===== src/rtl/fifo_axis_reader_if.sv =====
`default_nettype none
// =============================================================================
// Module   : fifo_axis_reader_if
// Brief    : Native FIFO read port plus AXI-Stream master bundle.
// Revision : 1.0
// =============================================================================
interface fifo_axis_reader_if #(
    parameter int DWIDTH = 32
);
    logic              fifo_rd_en;
    logic [DWIDTH-1:0] fifo_rd_data;
    logic              fifo_rd_empty;
    logic [DWIDTH-1:0] m_axis_tdata;
    logic              m_axis_tvalid;
    logic              m_axis_tready;
    logic [1:0]        buf_level;

    modport master (
        output fifo_rd_en,
        input  fifo_rd_data,
        input  fifo_rd_empty,
        output m_axis_tdata,
        output m_axis_tvalid,
        input  m_axis_tready,
        output buf_level
    );

    modport slave (
        input  fifo_rd_en,
        output fifo_rd_data,
        output fifo_rd_empty,
        input  m_axis_tdata,
        input  m_axis_tvalid,
        output m_axis_tready,
        input  buf_level
    );
endinterface
`default_nettype wire


===== src/rtl/fifo_axis_reader.sv =====
`default_nettype none
// =============================================================================
// Module   : fifo_axis_reader
// Brief    : Latency-1 native FIFO read port to AXI-Stream master, 3-entry skid.
// Revision : 1.0
// =============================================================================
module fifo_axis_reader #(
    parameter int DWIDTH    = 32,
    parameter int BUF_DEPTH = 3
) (
    input  wire logic          clk,
    input  wire logic          rst_n,
    fifo_axis_reader_if.master bus
);

    generate
        if (BUF_DEPTH != 3) begin : g_depth_check
            $error("fifo_axis_reader: BUF_DEPTH must be 3");
        end
        if (DWIDTH < 1 || DWIDTH > 1024) begin : g_width_check
            $error("fifo_axis_reader: DWIDTH must be in 1..1024");
        end
    endgenerate

    function automatic logic [1:0] ptr_inc(input logic [1:0] p);
        return (p == 2'd2) ? 2'd0 : p + 2'd1;
    endfunction

    logic [1:0]        rst_sync_q;
    logic              run;

    logic [DWIDTH-1:0] mem_q [BUF_DEPTH];
    logic [1:0]        head_q,     head_d;
    logic [1:0]        tail_q,     tail_d;
    logic [1:0]        level_q,    level_d;
    logic              inflight_q, inflight_d;
    logic              tvalid_q,   tvalid_d;
    logic [DWIDTH-1:0] tdata_q,    tdata_d;

    logic              push;
    logic              pop;
    logic              rd_en;
    logic [2:0]        occupancy;

    // Async assert, clock-synchronous release of the internal run enable.
    always_ff @(posedge clk or negedge rst_n) begin
        if (!rst_n) begin
            rst_sync_q <= 2'b00;
        end else begin
            rst_sync_q <= {rst_sync_q[0], 1'b1};
        end
    end

    assign run = rst_sync_q[1];

    always_comb begin
        occupancy  = {1'b0, level_q} + {2'b00, inflight_q};
        push       = inflight_q;
        pop        = tvalid_q & bus.m_axis_tready;
        rd_en      = run & ~bus.fifo_rd_empty & (occupancy < 3'd3);
        inflight_d = rd_en;

        head_d  = pop  ? ptr_inc(head_q) : head_q;
        tail_d  = push ? ptr_inc(tail_q) : tail_q;
        level_d = level_q;
        case ({push, pop})
            2'b10:   level_d = level_q + 2'd1;
            2'b01:   level_d = level_q - 2'd1;
            default: level_d = level_q;
        endcase
        tvalid_d = (level_d != 2'd0);

        // The arriving word bypasses the array when it lands on the next head.
        if (push && (tail_q == head_d)) begin
            tdata_d = bus.fifo_rd_data;
        end else begin
            tdata_d = mem_q[head_d];
        end
    end

    always_ff @(posedge clk or negedge rst_n) begin
        if (!rst_n) begin
            for (int i = 0; i < BUF_DEPTH; i++) begin
                mem_q[i] <= '0;
            end
            head_q     <= 2'd0;
            tail_q     <= 2'd0;
            level_q    <= 2'd0;
            inflight_q <= 1'b0;
            tvalid_q   <= 1'b0;
            tdata_q    <= '0;
        end else begin
            if (push) begin
                mem_q[tail_q] <= bus.fifo_rd_data;
            end
            head_q     <= head_d;
            tail_q     <= tail_d;
            level_q    <= level_d;
            inflight_q <= inflight_d;
            tvalid_q   <= tvalid_d;
            tdata_q    <= tdata_d;
        end
    end

    assign bus.fifo_rd_en    = rd_en;
    assign bus.m_axis_tvalid = tvalid_q;
    assign bus.m_axis_tdata  = tdata_q;
    assign bus.buf_level     = level_q;

`ifndef SYNTHESIS
    always @(posedge clk) begin
        if (rst_n) begin
            assert (occupancy <= 3'd3)
                else $error("fifo_axis_reader: buffer overflow, level+inflight=%0d", occupancy);
        end
    end
`endif

endmodule
`default_nettype wire


===== src/flat_wrapper.sv =====
// flat-port wrapper written by rule: the top's interface ports become plain ports
module fifo_axis_reader_flat 
#(
    parameter int DWIDTH    = 32,
    parameter int BUF_DEPTH = 3
)
  (clk, rst_n, bus_fifo_rd_en, bus_fifo_rd_data, bus_fifo_rd_empty, bus_m_axis_tdata, bus_m_axis_tvalid, bus_m_axis_tready, bus_buf_level);
  fifo_axis_reader_if #(.DWIDTH(DWIDTH)) bus_i ();
  input  wire logic clk;
  input  wire logic rst_n;
  output wire logic [$bits(bus_i.fifo_rd_en)-1:0] bus_fifo_rd_en;
  input wire logic [$bits(bus_i.fifo_rd_data)-1:0] bus_fifo_rd_data;
  input wire logic [$bits(bus_i.fifo_rd_empty)-1:0] bus_fifo_rd_empty;
  output wire logic [$bits(bus_i.m_axis_tdata)-1:0] bus_m_axis_tdata;
  output wire logic [$bits(bus_i.m_axis_tvalid)-1:0] bus_m_axis_tvalid;
  input wire logic [$bits(bus_i.m_axis_tready)-1:0] bus_m_axis_tready;
  output wire logic [$bits(bus_i.buf_level)-1:0] bus_buf_level;
  assign bus_fifo_rd_en = bus_i.fifo_rd_en;
  assign bus_i.fifo_rd_data = bus_fifo_rd_data;
  assign bus_i.fifo_rd_empty = bus_fifo_rd_empty;
  assign bus_m_axis_tdata = bus_i.m_axis_tdata;
  assign bus_m_axis_tvalid = bus_i.m_axis_tvalid;
  assign bus_i.m_axis_tready = bus_m_axis_tready;
  assign bus_buf_level = bus_i.buf_level;
  fifo_axis_reader #(.DWIDTH(DWIDTH), .BUF_DEPTH(BUF_DEPTH)) u_core (.clk(clk), .rst_n(rst_n), .bus(bus_i));
endmodule

===== config.mk =====
export PLATFORM = sky130hd
export DESIGN_NAME = fifo_axis_reader_flat
export DESIGN_NICKNAME = d
export VERILOG_FILES = /design/src/rtl/fifo_axis_reader_if.sv /design/src/rtl/fifo_axis_reader.sv /design/src/flat_wrapper.sv
export SDC_FILE = /design/constraint.sdc
export NUM_CORES = 1
export LEC_CHECK = 0
export CAP_MARGIN = 20
export CORE_MARGIN = 3
export CORE_UTILIZATION = 60
export DETAILED_ROUTE_END_ITERATION = 10
export PLACE_DENSITY = 0.95
export SYNTH_ARGS = -nofsm -noshare
export SYNTH_HDL_FRONTEND = slang
export SYNTH_SLANG_ARGS = --single-unit

===== constraint.sdc =====
create_clock -name clk -period 4.4 [get_ports clk]
set_input_delay 0.44 -clock clk [delete_from_list [all_inputs] [get_ports clk]]
set_output_delay 0.44 -clock clk [all_outputs]
set_load 0.1 [all_outputs]

==> results.py <==
metrics = {
    "setup_path": {
        "setup.worst_path.start_class": "flop",
        "cp_slowest_cell": "clkdlybuf4s50_1",
        "critical_path_peak_fanout": 6,
        "cp-end-kind": "output port",
        "ff2ff_setup_slack_ns": 1.31,
        "path_buf_inv": 1,
        "slowest_delay_ns": 1.20,
        "crit_family": "buffers and inverters",
        "cp_common_cell": "ha_1",
        "critPathArrivalTime_ns": 3.09,
        "crit_type": "flop to output port",
        "cp_cell_sequence": "ha_1 -> ha_1 -> a2111oi_2 -> clkdlybuf4s50_1",
        "required_ns": 3.96,
    },
    "global_route": {
        "gr-total-overflow": 0,
        "grt_pass1_vias": 5318,
        "antenna_found_initial": 0,
        "grt_max_degree": 110,
        "grt_pass1_wl_um": 25700,
        "grt_usage": 0.256,
    },
    "clock_tree": {
        "clockBufferDepth": 2,
        "cts-htree-levels": 4,
        "clock_latency_ns": 0.53,
        "cts.reportedPaths.clkPinSlew_ns": 0.06,
        "cts_setup_buffers": 0,
        "cts_inserted_buffers": 17,
        "cts.repair.resized": 0,
        "tritoncts": "done",
        "cts_hold_buf": 0,
        "cts.sinks": 138,
        "cts_root_buf": "clkbuf_8",
    },
    "sta": {
        "tightest_slew_ns": 1.08,
        "worst_slack_ns": 0.869,
        "finalMaxSlewViolations": 0,
        "max-slew-margin-rel": 0.277,
        "setup_viol": 0,
        "fin_setup_tns_ns": 0,
        "rsz0062_at_grt": "false",
        "fmax_mhz": 283,
        "timing_hold_violations_final": 0,
        "fin_crit_ns": 3.53,
        "period_share": 0.803,
        "fin_worst_skew_ns": 0.00735,
    },
    "run": {
        "max_cap_violations": 0,
    },
    "floorplan": {
        "die_height_um": 112,
        "row_count": 37,
        "core-area_um2": 10600,
        "ios": 72,
        "start_util": 0.631,
        "dieArea_um2": 12400,
        "die_w_um": 112,
    },
    "synthesis": {
        "ys_warn_count": 0,
        "synth.distinct_cells": 37,
        "synth.top_cell.area_share": 0.516,
        "avgSynthCellArea_um2": 10.5,
        "syn_inst": 635,
        "yosysMostFrequentCell": "dfrtp_1",
        "synth_nets": 674,
        "yosysSeqAreaShare": 0.516,
        "synth_edf_count": 0,
        "synth_top_area_cell": "dfrtp_1",
        "synthArstFlopShare": 1.00,
        "syn_area_um2": 6690,
        "ys_ff_latch": 138,
        "synthTopCellsByCount": "138 x dfrtp_1, 66 x nand2_1, 65 x o21ai_0",
        "synth-main-ff-cell": "dfrtp_1",
        "synth_area_leaders": "dfrtp_1 52%, nor2b_1 6.0%, mux2_2 5.4%, o21ai_0 4.9%, mux2i_1 4.8%",
    },
    "cells_and_area": {
        "fin_nets": 723,
        "diodes": 0,
        "nFillCells": 687,
        "syn_to_final_growth_pct": 19.7,
        "drive_above_1_share": 0.119,
    },
    "min_path": {
        "hp-class": "input pin to asynchronous set/reset pin",
    },
    "detailed_routing": {
        "drt-initial-drc-count": 357,
        "viasPerCell": 6.10,
        "vias": 5081,
        "wire_per_inst_um": 18.6,
        "ant_nets": 0,
        "wl_um": 15500,
        "drtPass1Iterations": 6,
        "drc_errors": 0,
    },
    "placement": {
        "dpl.hpwl_um": 8950,
        "gp_congestion": 0.764,
        "pre_cts_slack_ns": 1.31,
        "port_buffers": 71,
    },
    "outcome": {
        "status": "finished clean",
    },
}
==> path summary, 6_finish.rpt <==
check,start,endpoint,cells after the start
min in group clk,u_core.rst_sync_q[0]$_DFF_PN0_,u_core.rst_sync_q[1]$_DFF_PN0_,0
worst min-delay path,rst_n,u_core.mem_q[69]$_DFFE_PN0P_,1
worst min register to register,u_core.rst_sync_q[0]$_DFF_PN0_,u_core.rst_sync_q[1]$_DFF_PN0_,0
worst max register to register,u_core.head_q[0]$_DFF_PN0_,u_core.bus.m_axis_tdata[9]$_DFF_PN0_,5
worst max-delay path,u_core.inflight_q$_DFF_PN0_,bus_fifo_rd_en,4
max in group asynchronous,rst_n,u_core.mem_q[25]$_DFFE_PN0P_,2
==> cells in the final DEF (no fill, tap or decap), types with 2 or more instances in the layout <==
master / n
dfrtp_1: 136
clkdlybuf4s50_1: 70
nand2_1: 66
o21ai_0: 65
nor2b_1: 64
inv_1: 36
a21oi_1: 33
nand2b_1: 32
a211o_1: 32
o221ai_1: 32
mux2i_1: 32
mux2_2: 32
clkbuf_16: 16
buf_4: 6
clkbuf_8: 5
clkbuf_1: 5
ha_1: 3
bufinv_16: 3
xnor2_1: 2
nand3_2: 2
==> sequential cells by signal, indices dropped and copies added, names as in the netlist <==
signal                    cells
u_core.rst_sync_q             2
u_core.bus.buf_level          2
u_core.head_q                 2
u_core.bus.m_axis_tvalid      1
u_core.mem_q                 96
u_core.bus.m_axis_tdata      32
u_core.inflight_q             1
u_core.tail_q                 2
==> routing by layer <==
metal  wire [um]  vias to the layer above  track usage
met5           0                        -            0
met4         350                        0        0.105
met3        1020                       35       0.0663
met2        7750                      226        0.418
met1        6370                     2520        0.328
li1            -                     2300            -
==> logic make-up after synthesis <==
| logic type | Yosys count | share of synthesized area |
|---|---|---|
| compound gates | 170 | 0.172 |
| xor+xnor | 3 | 0.00393 |
| fa+ha+maj | 3 | 0.00561 |
| buf+inv | 83 | 0.0567 |
| flops | 138 | 0.516 |
| mux | 64 | 0.102 |
| other cells | 1 | 0.000561 |
| simple gates | 173 | 0.143 |
==> worst reg2reg max path: stages, from the launching register on <==
cell,delay (ns)
dfrtp_4,1.09
a21bo_4,0.35
and4_4,0.20
o22ai_4,0.66
buf_4,0.44
mux2i_1,0.27
==> metrics by stage <==
stage                      util  cell area (um^2)  std cells  hold WS, ns
after floorplan               -              6690        635        0.144
after global placement    0.699              7410        801        0.340
after detailed placement  0.699              7410        801        0.346
after CTS                 0.755              8010        833       0.0780
after global routing      0.755              8010        833        0.101
final                     0.755              8010        833       0.0429
==> layout make-up <==
cell class	count	area, um^2	area share
Timing Repair Buffer	77	757	0.0945
Multi-Input combinational cell	414	2890	0.361
Tap cell	136	170	0.0213
Clock inverter	6	111	0.0139
Inverter	36	135	0.0169
Sequential cell	138	3460	0.432
Clock buffer	26	488	0.0609
Power is left out: the tool's default activity adds up to more than one toggle a clock period on the data nets, which glitch-free logic cannot reach.
